===== config.mk =====
export PLATFORM = sky130hd
export DESIGN_NAME = mem_ctrl
export DESIGN_NICKNAME = d
export VERILOG_FILES = /design/src/rtl/mem_ctrl_pkg.sv /design/src/rtl/mem_ctrl.sv
export SDC_FILE = /design/constraint.sdc
export NUM_CORES = 1
export LEC_CHECK = 0
export CAP_MARGIN = 20
export CORE_MARGIN = 3
export CORE_UTILIZATION = 51
export CTS_BUF_LIST = sky130_fd_sc_hd__clkbuf_8
export CTS_CLUSTER_SIZE = 10
export DETAILED_ROUTE_END_ITERATION = 8
export HOLD_SLACK_MARGIN = 0.05
export PLACE_DENSITY = 0.83
export SETUP_SLACK_MARGIN = 0.5
export SYNTH_ARGS = -nofsm -noshare
export SYNTH_HDL_FRONTEND = slang
export SYNTH_SLANG_ARGS = --single-unit

===== constraint.sdc =====
create_clock -name clk -period 3.8 [get_ports clk]
set_input_delay 0.76 -clock clk [delete_from_list [all_inputs] [get_ports clk]]
set_output_delay 0.76 -clock clk [all_outputs]
set_load 0.02 [all_outputs]

===== src/rtl/mem_ctrl_pkg.sv =====
// Shared definitions for the memory controller: FSM state encoding,
// access-length encoding and a helper that turns a length code into a byte count.
package mem_ctrl_pkg;

    typedef enum logic [2:0] {
        IDLE   = 3'd0,
        IF_RD  = 3'd1,
        MEM_RD = 3'd2,
        MEM_WR = 3'd3,
        DONE   = 3'd4
    } state_t;

    localparam logic [1:0] LEN_BYTE = 2'b00;
    localparam logic [1:0] LEN_HALF = 2'b01;
    localparam logic [1:0] LEN_WORD = 2'b10;

    // Byte count of an access; both 10 and 11 mean a full word.
    function automatic logic [2:0] len_bytes(input logic [1:0] len);
        case (len)
            LEN_BYTE: len_bytes = 3'd1;
            LEN_HALF: len_bytes = 3'd2;
            default:  len_bytes = 3'd4;
        endcase
    endfunction

endpackage


===== src/rtl/mem_ctrl.sv =====
// Memory controller arbitrating an instruction-fetch port and a load/store port
// onto a byte-wide synchronous RAM. Multi-byte accesses are sequenced one byte
// per cycle, little-endian, with the address wrapping at the top of the space.
//
// Handshake: a requester raises req with stable operands and keeps them stable
// until its done pulse (one cycle, in DONE). The DONE cycle sits between every
// completion and the next accept, so a req still high in DONE is not taken twice.
// The fetch side may drop a fetch in flight with if_cancel; nothing else preempts.
module mem_ctrl
    import mem_ctrl_pkg::*;
#(
    parameter int ADDR_W = 32
) (
    input  logic              clk,
    input  logic              rst,
    input  logic              if_req,
    input  logic [ADDR_W-1:0] if_addr,
    input  logic              if_cancel,
    output logic              if_done,
    output logic [31:0]       if_inst,
    input  logic              mem_req,
    input  logic              mem_we,
    input  logic [ADDR_W-1:0] mem_addr,
    input  logic [31:0]       mem_wdata,
    input  logic [1:0]        mem_len,
    output logic              mem_done,
    output logic [31:0]       mem_rdata,
    output logic [ADDR_W-1:0] ram_a,
    output logic [7:0]        ram_dout,
    output logic              ram_we,
    input  logic [7:0]        ram_din,
    output logic              busy,
    output logic              stallreq_if,
    output logic              stallreq_mem,
    output state_t            dbg_state
);

    state_t            r_state;
    state_t            w_next;
    logic [2:0]        r_cnt;
    logic [2:0]        r_nbytes;
    logic [ADDR_W-1:0] r_addr;
    logic [31:0]       r_wdata;
    logic              r_is_if;
    logic [31:0]       r_asm;
    logic [31:0]       r_if_inst;
    logic [31:0]       r_mem_rdata;
    logic [1:0]        w_bidx;
    logic [31:0]       w_asm_next;

    // Byte lane that the RAM data arriving this cycle belongs to (issued one cycle ago).
    assign w_bidx     = r_cnt[1:0] - 2'd1;
    assign w_asm_next = r_asm | ({24'd0, ram_din} << {w_bidx, 3'b000});

    // State register; reset drops straight back to IDLE.
    always_ff @(posedge clk or negedge rst) begin
        if (!rst) r_state <= IDLE;
        else      r_state <= w_next;
    end

    // Next-state and RAM-side outputs; RAM lines are quiet outside transfers.
    always_comb begin
        w_next   = r_state;
        ram_a    = '0;
        ram_dout = 8'd0;
        ram_we   = 1'b0;
        case (r_state)
            IDLE: begin
                if (mem_req)                    w_next = mem_we ? MEM_WR : MEM_RD;
                else if (if_req && !if_cancel)  w_next = IF_RD;
            end
            IF_RD: begin
                ram_a = r_addr + ADDR_W'(r_cnt);
                if (if_cancel)                  w_next = IDLE;
                else if (r_cnt == r_nbytes)     w_next = DONE;
            end
            MEM_RD: begin
                ram_a = r_addr + ADDR_W'(r_cnt);
                if (r_cnt == r_nbytes)          w_next = DONE;
            end
            MEM_WR: begin
                ram_a  = r_addr + ADDR_W'(r_cnt);
                ram_we = 1'b1;
                case (r_cnt[1:0])
                    2'd0:    ram_dout = r_wdata[7:0];
                    2'd1:    ram_dout = r_wdata[15:8];
                    2'd2:    ram_dout = r_wdata[23:16];
                    default: ram_dout = r_wdata[31:24];
                endcase
                if (r_cnt == r_nbytes - 3'd1)   w_next = DONE;
            end
            DONE:    w_next = IDLE;
            default: w_next = IDLE;
        endcase
    end

    // Datapath: latch operands on accept, step the byte counter, assemble read data.
    always_ff @(posedge clk or negedge rst) begin
        if (!rst) begin
            r_cnt       <= 3'd0;
            r_nbytes    <= 3'd0;
            r_addr      <= '0;
            r_wdata     <= 32'd0;
            r_is_if     <= 1'b0;
            r_asm       <= 32'd0;
            r_if_inst   <= 32'd0;
            r_mem_rdata <= 32'd0;
        end else begin
            case (r_state)
                IDLE: begin
                    r_cnt <= 3'd0;
                    r_asm <= 32'd0;
                    if (mem_req) begin
                        r_addr   <= mem_addr;
                        r_nbytes <= len_bytes(mem_len);
                        r_wdata  <= mem_wdata;
                        r_is_if  <= 1'b0;
                    end else if (if_req && !if_cancel) begin
                        r_addr   <= if_addr;
                        r_nbytes <= 3'd4;
                        r_is_if  <= 1'b1;
                    end
                end
                IF_RD, MEM_RD: begin
                    r_cnt <= r_cnt + 3'd1;
                    if (r_cnt != 3'd0) r_asm <= w_asm_next;
                    if (w_next == DONE) begin
                        if (r_is_if) r_if_inst   <= w_asm_next;
                        else         r_mem_rdata <= w_asm_next;
                    end
                end
                MEM_WR:  r_cnt <= r_cnt + 3'd1;
                default: r_cnt <= 3'd0;
            endcase
        end
    end

    assign if_done      = (r_state == DONE) &&  r_is_if;
    assign mem_done     = (r_state == DONE) && !r_is_if;
    assign if_inst      = r_if_inst;
    assign mem_rdata    = r_mem_rdata;
    assign busy         = (r_state != IDLE);
    // Stall requests follow the requesters directly; held low while in reset.
    assign stallreq_if  = rst & if_req  & ~if_done;
    assign stallreq_mem = rst & mem_req & ~mem_done;
    assign dbg_state    = r_state;

endmodule


After elaboration in Yosys (flattened, before gate mapping)
Index checks and enable logic that the tools add are counted.
W data, S select, Z words.
{"block": "totals", "ff_bits": 170, "in_bits": 112, "out_inout_bits": 113, "word_cells": 73}
{"block": "classes", "add_sub_neg": 4, "n_eq_ne": 11, "shift": 1, "mux": 21, "bitwise_logic": 8, "n_reduce_logical": 19}
{"op": "$mux W32", "n": 4}
{"op": "$pmux W32 S2", "n": 1}
{"op": "$add A32 B3 Y32", "n": 1}
{"op": "$or A32 B32 Y32", "n": 1}
{"op": "$shl A8 B5 Y32", "n": 1}
{"op": "$mux W3", "n": 8}
{"op": "$pmux W8 S3", "n": 1}
{"op": "$pmux W3 S4", "n": 1}
{"op": "$mux W8", "n": 1}
{"op": "$eq A3 B2 Y1 const B", "n": 2}
{"op": "$eq A3 B3 Y1", "n": 2}
{"op": "$eq A3 B3 Y1 const B", "n": 2}
{"op": "$pmux W3 S2", "n": 1}
{"op": "$reduce_and A2 Y1", "n": 3}
{"op": "$reduce_and A3 Y1", "n": 2}
{"op": "$reduce_bool A3 Y1", "n": 2}
{"op": "$and A1 B1 Y1", "n": 4}
{"op": "$eq A2 B1 Y1 const B", "n": 2}
{"op": "$logic_not A2 Y1", "n": 2}
{"op": "$mux W1", "n": 4}
{"op": "$reduce_bool A2 Y1", "n": 2}
{"op": "$add A3 B1 Y3 const B", "n": 1}
{"op": "$eq A3 B1 Y1 const B", "n": 1}
{"op": "$logic_and A1 B1 Y1", "n": 3}
{"op": "other kinds (9)", "n": 12}

Longest topological paths before layout
Gate-level depths: netlist of run 1.
{"block": "depth", "depth_word": 7, "ltp_mapped": 9, "depth_no_buf": 6}

Least setup slack after synthesis of run 1
Ideal clock, no wire load.
{"block": "synth_path", "kind": "register to output", "startpoint": "register r_cnt[2]", "endpoint": "output ram_a[14]", "arrival_time_ns": 2.522, "path_slack_ns": 0.518, "stages_incl_launch_ff": 7, "path_buffers": 2, "cell_sequence": "dfrtp_1 > ha_1 > a21oi_1 > or4_1 > buf_2 > clkbuf_1 > o41ai_1"}
{"block": "synth_via", "elab_chain_cells": 2}
{"element": "start: declaration", "line_no": "mem_ctrl.sv:40", "rtl": "logic [2:0] r_cnt;"}
{"element": "start signal: assignment", "line_no": "mem_ctrl.sv:125", "rtl": "r_cnt <= r_cnt + 3'd1;"}
{"element": "start signal: assignment", "line_no": "mem_ctrl.sv:132", "rtl": "MEM_WR: r_cnt <= r_cnt + 3'd1;"}
{"element": "$add A32 B3 Y32", "line_no": "mem_ctrl.sv:73, mem_ctrl.sv:78, mem_ctrl.sv:82"}
{"element": "$mux W32"}
{"element": "end: declaration", "line_no": "mem_ctrl.sv:28", "rtl": "output logic [ADDR_W-1:0] ram_a,"}
Every way passes these cells.

Worst setup path after layout of run 1
{"block": "layout_path", "startpoint": "register r_addr[0]", "endpoint": "output ram_a[18]"}
{"block": "layout_via", "elab_chain_cells": 2}
{"element": "start: declaration", "line_no": "mem_ctrl.sv:42", "rtl": "logic [ADDR_W-1:0] r_addr;"}
{"element": "start signal: assignment", "line_no": "mem_ctrl.sv:114", "rtl": "r_addr <= mem_addr;"}
{"element": "start signal: assignment", "line_no": "mem_ctrl.sv:119", "rtl": "r_addr <= if_addr;"}
{"element": "$add A32 B3 Y32", "line_no": "mem_ctrl.sv:73, mem_ctrl.sv:78, mem_ctrl.sv:82"}
{"element": "$mux W32"}
Every way passes these cells.

==> results of run 1 <==
[cells in the final DEF, fill, tap and decap left out, drive strengths merged, types with 18 or more instances in the layout]
master and n:
clkdlybuf4s50 186, dfrtp 170, nand2 157, mux2 64, buf 52, mux2i 40
nor2 37, o21ai 36, a21o 35, nor4b 33, o21a 32, clkbuf 28
a21oi 26, inv 18
[cells in the mapped netlist (all sizes together), types with 3 or more instances]
cell type,instances,area share (%)
nor3,3,0.18
nor4,11,0.98
o211ai,3,0.26
or4,8,0.71
a222oi,8,0.94
o31ai,9,0.79
buf,12,0.65
nand3,7,0.47
clkbuf,47,2.1
nor2b,3,0.22
a21o,35,3.1
xor2,3,0.31
o21ai,36,2.1
or3,3,0.22
o21a,32,2.8
nor2,37,1.6
inv,12,0.53
nand2b,10,0.73
xnor2,11,1.1
a21oi,26,1.5
dfrtp,170,50
and2,5,0.37
ha,8,1.2
mux2i,40,4.7
nand2,157,6.9
or2,5,0.37
nand4,5,0.37
o41ai,3,0.31
mux2,64,8.5
and4,3,0.31
and3,4,0.29
nor4b,33,3.6
[worst min-delay path by stage]
stage,startpoint,end,slack [ps],cells after the start
5_1_grt,rst,dbg_state[0],180,1
6_report,rst,dbg_state[0],180,1
2_1_floorplan,r_wdata[0],r_wdata[0],450,2
4_1_cts,rst,r_wdata[13],170,1
3_5_place_dp,r_wdata[25],r_wdata[25],460,2
3_3_place_gp,r_wdata[2],r_wdata[2],460,2
[logic make-up (layout without fill, tap and decap cells)]
| logic type | after synthesis | count (layout) |
|---|---|---|
| adders and majority gates | 9 | 9 |
| xor gates and xnor gates | 15 | 15 |
| AOI/OAI and AO/OA | 160 | 160 |
| muxes | 104 | 104 |
| and+or+nand+nor | 298 | 298 |
| buffers and inverters | 72 | 303 |
| DFF | 170 | 170 |
[per-layer routing]
metal,part of all wire (%),track usage [%],vias up
met1,43,34.17,3600
met4,1.9,7.391,0
met3,7.4,5.201,35
met5,0,0,-
li1,-,-,3364
met2,48,41.32,275
[through the flow]
stage          total power [W]  area [um2]  hold slack, ps
4_1_cts               0.009148       11480           168.2
6_report              0.009273       11630           182.3
2_1_floorplan         0.005956        8514           445.3
3_5_place_dp          0.007889       10950           463.0
3_3_place_gp          0.007752       10950           458.5
5_1_grt               0.009868       11630           184.7
[worst register-to-register path: stages, from the launching register on]
cell     delay, ps
dfrtp_1        420
buf_4          160
buf_12         140
xnor2_1        180
nand3_1        290
nor4b_4        290
buf_4          440
mux2_2         440
[cell type report]
type / instances / share of cell area (%)
clock inverters: 14 / 1.173
clock buffers: 18 / 2.131
multi-input cells: 586 / 36.03
inverters: 13 / 0.4520
repair buffers: 258 / 21.28
well taps: 216 / 2.324
flip-flops and latches: 170 / 36.61
[registers in the layout (all words and copies together), names as in the netlist]
register / count
r_addr: 32
if_inst: 32
r_nbytes: 3
r_cnt: 3
r_is_if: 1
r_wdata: 32
dbg_state: 3
mem_rdata: 32
r_asm: 32
[power breakdown]
part / internal (W) / total [W] / switching (W)
Clock: 0.000551 / 0.00124 / 0.000692
Sequential: 0.00259 / 0.00320 / 0.000613
Combinational: 0.00217 / 0.00483 / 0.00265
[repair_timing]
action / CTS / global route
endpoints found under the setup margin: 38 / 33
pin swaps: 13 / 7
hold endpoints to repair: 0 / 0
cloned: 1 / 0
resized for setup: 114 / 53
setup buffers: 8 / 9
==> results_dict.tcl, run 1 <==
set metrics [dict create \
    worst-slew-pin-transition_ps 1013 \
    grt_pass1_vias 7005 \
    synth_xor_area_share_pct 1.719 \
    synthAdderAreaFrac_pct 1.411 \
    timing.rr.end "if_inst[8]" \
    syn_to_final_growth_pct 36.56 \
    clk_pin_slew_ps 80 \
    cpLargestDelayFamily "simple AND/OR/NAND/NOR gates" \
    cp_num_buf_inv 2 \
    fin_cells 1275 \
    slowest_stage "or4_1" \
    skew_ps 12.57 \
    worstPathCellList "ha_4 > fa_2 > a21oi_2 > or4_4 > buf_12 > or4_1 > a21oi_1 > buf_4" \
    ant_nets 0 \
    grtUsageTotal_pct 25.19 \
    setup_tns_ps 0 \
    setup.worst_path.start "r_addr[0]" \
    finalWeightedCongestion 0.8634 \
    num_io_pins 225 \
    dieArea_um2 18280 \
    crit_arrival_ps 2730 \
    synth_edf_count 0 \
    endpoint "ram_a[18]" \
    ys_ff_latch 170 \
    synth_compound_area_share_pct 12.67 \
    drv_slew 0 \
    die_w_um 135.2 \
    grt_max_degree 82 \
    ys.flop_type "dfrtp_1" \
    drt_wl_total_um 23790 \
    power_density_nw_per_um2 797.6 \
    slew_headroom_pct 32.46 \
    crit_required_ps 3040 \
    async_reset_ff_share_pct 100.0 \
    syn_inst 828 \
    worst-path-stages 8 \
    synthMuxAreaShare_pct 13.17 \
    maxCapViolations 0 \
    clockRootBuffer "clkbuf_8" \
    regArea_um2 4257 \
    fmax_mhz 286.3 \
    antenna_found_initial 0 \
    final_util_pct 72.15 \
    post_drt_via_cell_ratio 5.705 \
    clock-sinks 170 \
    num_vias 7274 \
    ir_drop_v 0.0005256 \
    route.detailed.drc 0 \
    place_ws_ps 128.4 \
    slowest_delay_ps 490 \
    initial_utilization_pct 52.83 \
    critPathCaptureType "primary output" \
    grt-ovfl-total 0 \
    synth_warnings 0 \
    rsz0062_at_grt "yes" \
    post-dp-hpwl_um 16280 \
    fin_crit_ps 3493 \
    r2r_start "r_cnt[0]" \
    finalNetCount 1167 \
    fin_crit_sh_pct 91.92 \
    grt_pass1_wl_um 36630 \
    worstPathMaxFanout 9 \
    ys_types 53 \
    numCtsBuffers 17 \
    hp-class "input pin to asynchronous set/reset pin" \
    rows 46 \
    drt_iter0_markers 389 \
    syn_nets 949 \
    avgSynthCellArea_um2 10.28 \
    status "completed" \
    p_leak_nw 5.362 \
    seq_area_frac_synth_pct 49.96 \
    die_h_um 135.2 \
    port_buffers 224 \
    synth_top_family_by_area "simple AND/OR/NAND/NOR gates" \
    hold_violations 0 \
    reg2reg_slack_ps 1340 \
    drive_gt1_share_pct 18.41 \
    routedWlPerCell_um 18.66 \
    hold_buffers 0 \
    multi_input_area_um2 4189 \
    synth-simple-area-share_pct 17.78 \
    dr.pass1.iters 5 \
    setup_slack_ps 306.9 \
    r2r_cells 7 \
    cts_tree "built" \
    core_area_um2 16120 \
    h-tree-depth 4 \
    diodes 0 \
    setup_violations 0 \
    syn_area_um2 8514 \
    n_fill_cell 1215 \
    start_kind "flop" \
    worstSetupPathType "flop to primary output" \
    dp.cells 1225 \
    cts_buffer_depth 2 \
    insertion_delay_ps 460 \
]
(Power assumes the default switching activity.)
==> run 2, diff against run 1 <==
--- a/config.mk
+++ b/config.mk
@@ -9,11 +9,11 @@
 export CORE_MARGIN = 3
 export CORE_UTILIZATION = 51
 export CTS_BUF_LIST = sky130_fd_sc_hd__clkbuf_8
-export CTS_CLUSTER_SIZE = 10
 export DETAILED_ROUTE_END_ITERATION = 8
 export HOLD_SLACK_MARGIN = 0.05
 export PLACE_DENSITY = 0.83
 export SETUP_SLACK_MARGIN = 0.5
+export SKIP_CTS_REPAIR_TIMING = 1
 export SYNTH_ARGS = -nofsm -noshare
 export SYNTH_HDL_FRONTEND = slang
 export SYNTH_SLANG_ARGS = --single-unit
==> results_dict.tcl, run 2 (synthesized netlist as in run 1, its figures left out) <==
set metrics [dict create \
    endpoint "ram_a[28]" \
    skew_ps 10.35 \
    rows 46 \
    crit_required_ps 3040 \
    reg2reg_slack_ps 1420 \
    cts_tree "built" \
    grtUsageTotal_pct 24.71 \
    p_leak_nw 5.609 \
    grt-ovfl-total 0 \
    insertion_delay_ps 460 \
    post-dp-hpwl_um 16280 \
    r2r_start "r_cnt[0]" \
    hold_violations 0 \
    clockRootBuffer "clkbuf_8" \
    ir_drop_v 0.0005303 \
    numCtsBuffers 17 \
    slew_headroom_pct 32.78 \
    route.detailed.drc 0 \
    clk_pin_slew_ps 80 \
    diodes 0 \
    fin_crit_ps 3566 \
    port_buffers 224 \
    grt_max_degree 82 \
    cts_buffer_depth 2 \
    power_density_nw_per_um2 795.0 \
    fin_crit_sh_pct 93.85 \
    n_fill_cell 1208 \
    drive_gt1_share_pct 16.65 \
    post_drt_via_cell_ratio 5.701 \
    worstSetupPathType "flop to primary output" \
    num_vias 7223 \
    num_io_pins 225 \
    initial_utilization_pct 52.83 \
    critPathCaptureType "primary output" \
    crit_arrival_ps 2810 \
    rsz0062_at_grt "yes" \
    setup.worst_path.start "r_addr[0]" \
    status "completed" \
    drt_wl_total_um 23470 \
    antenna_found_initial 0 \
    finalPower_w 0.009243 \
    finalNetCount 1159 \
    hp-class "input pin to asynchronous set/reset pin" \
    core_area_um2 16120 \
    setup_violations 0 \
    die_h_um 135.2 \
    grt_pass1_vias 6857 \
    final_cell_mix "185 x clkdlybuf4s50_1, 170 x dfrtp_1, 157 x nand2_1" \
    final_common_cell "clkdlybuf4s50_1" \
    grt_pass1_wl_um 35920 \
    h-tree-depth 4 \
    ant_nets 0 \
    r2r_cells 6 \
    worstPathMaxFanout 15 \
    finalWeightedCongestion 0.8634 \
    hold_slack_ps 174.2 \
    start_kind "flop" \
    drv_slew 0 \
    worst-slew-pin-transition_ps 1008 \
    syn_to_final_growth_pct 36.55 \
    dieArea_um2 18280 \
    clock-sinks 170 \
    maxCapViolations 0 \
    dr.pass1.iters 5 \
    die_w_um 135.2 \
    fmax_mhz 280.4 \
    drt_iter0_markers 458 \
    routedWlPerCell_um 18.53 \
    timing.rr.end "if_inst[8]" \
]
-- run 2: cell count changes in the layout (fill, tap and decap cells not counted), moves of 2 or more --
cell / previous run / this run
clkdlybuf4s15_1: 2 / 0
dlygate4sd2_1: 6 / 0
dfrtp_2: 2 / 0
buf_12: 4 / 2
ha_2: 0 / 2
buf_4: 42 / 33
dfrtp_1: 168 / 170
buf_6: 3 / 5
o31ai_2: 2 / 0
o31ai_1: 7 / 9
dlymetal6s2s_1: 1 / 21
clkbuf_2: 10 / 3
-- run 2: final cells by class --
cell class / count / area, um2 / area share [%]
well taps: 216 / 270.3 / 2.325
flip-flops and latches: 170 / 4254 / 36.59
inverters: 13 / 52.55 / 0.4520
clock buffers: 18 / 247.7 / 2.131
clock inverters: 14 / 136.4 / 1.173
repair buffers: 250 / 2479 / 21.32
multi-input cells: 586 / 4187 / 36.01
-- run 2: worst min path at each step --
| stage | from | to | slack (ps) | cells past startpoint |
|---|---|---|---|---|
| 6_report | rst | dbg_state[0] | 170 | 1 |
| 3_5_place_dp | r_wdata[25] | r_wdata[25] | 460 | 2 |
| 2_1_floorplan | r_wdata[0] | r_wdata[0] | 450 | 2 |
| 3_3_place_gp | r_wdata[2] | r_wdata[2] | 460 | 2 |
| 4_1_cts | rst | r_wdata[13] | 170 | 1 |
| 5_1_grt | rst | dbg_state[0] | 180 | 1 |
-- run 2: routing by layer --
layer	track usage, %	vias to the layer above	share of wire [%]
li1	-	3347	-
met1	34.00	3584	43
met2	40.24	259	48
met3	5.535	33	7.3
met4	6.103	0	1.5
met5	0	-	0
-- run 2: critical path: stages (launching register included) --
cell and delay (ps):
dfrtp_1 400, ha_4 160, fa_2 210, a21oi_2 90, or4_4 510, buf_12 160
or4_1 500, a21oi_2 160, buf_4 150
-- run 2: per-stage QoR --
step | util, % | cell area, um2 | setup WS (ps) | setup TNS, ps | instances
3_3_place_gp | 67.96 | 10950 | 193.6 | 0 | 1225
4_1_cts | 70.34 | 11340 | -387.7 | -3118 | 1257
5_1_grt | 72.14 | 11630 | 123.7 | 0 | 1267
2_1_floorplan | - | 8514 | 518.4 | 0 | 828
3_5_place_dp | 67.96 | 10950 | 128.4 | 0 | 1225
6_report | 72.14 | 11630 | 233.6 | 0 | 1267
-- run 2: power breakdown --
part / switching, W / leakage [nW] / internal [W] / total, W
Clock: 0.000690 / 0.203 / 0.000551 / 0.00124
Combinational: 0.00263 / 3.21 / 0.00217 / 0.00480
Sequential: 0.000616 / 2.19 / 0.00259 / 0.00320
Total: 0.00393 / 5.61 / 0.00531 / 0.00924
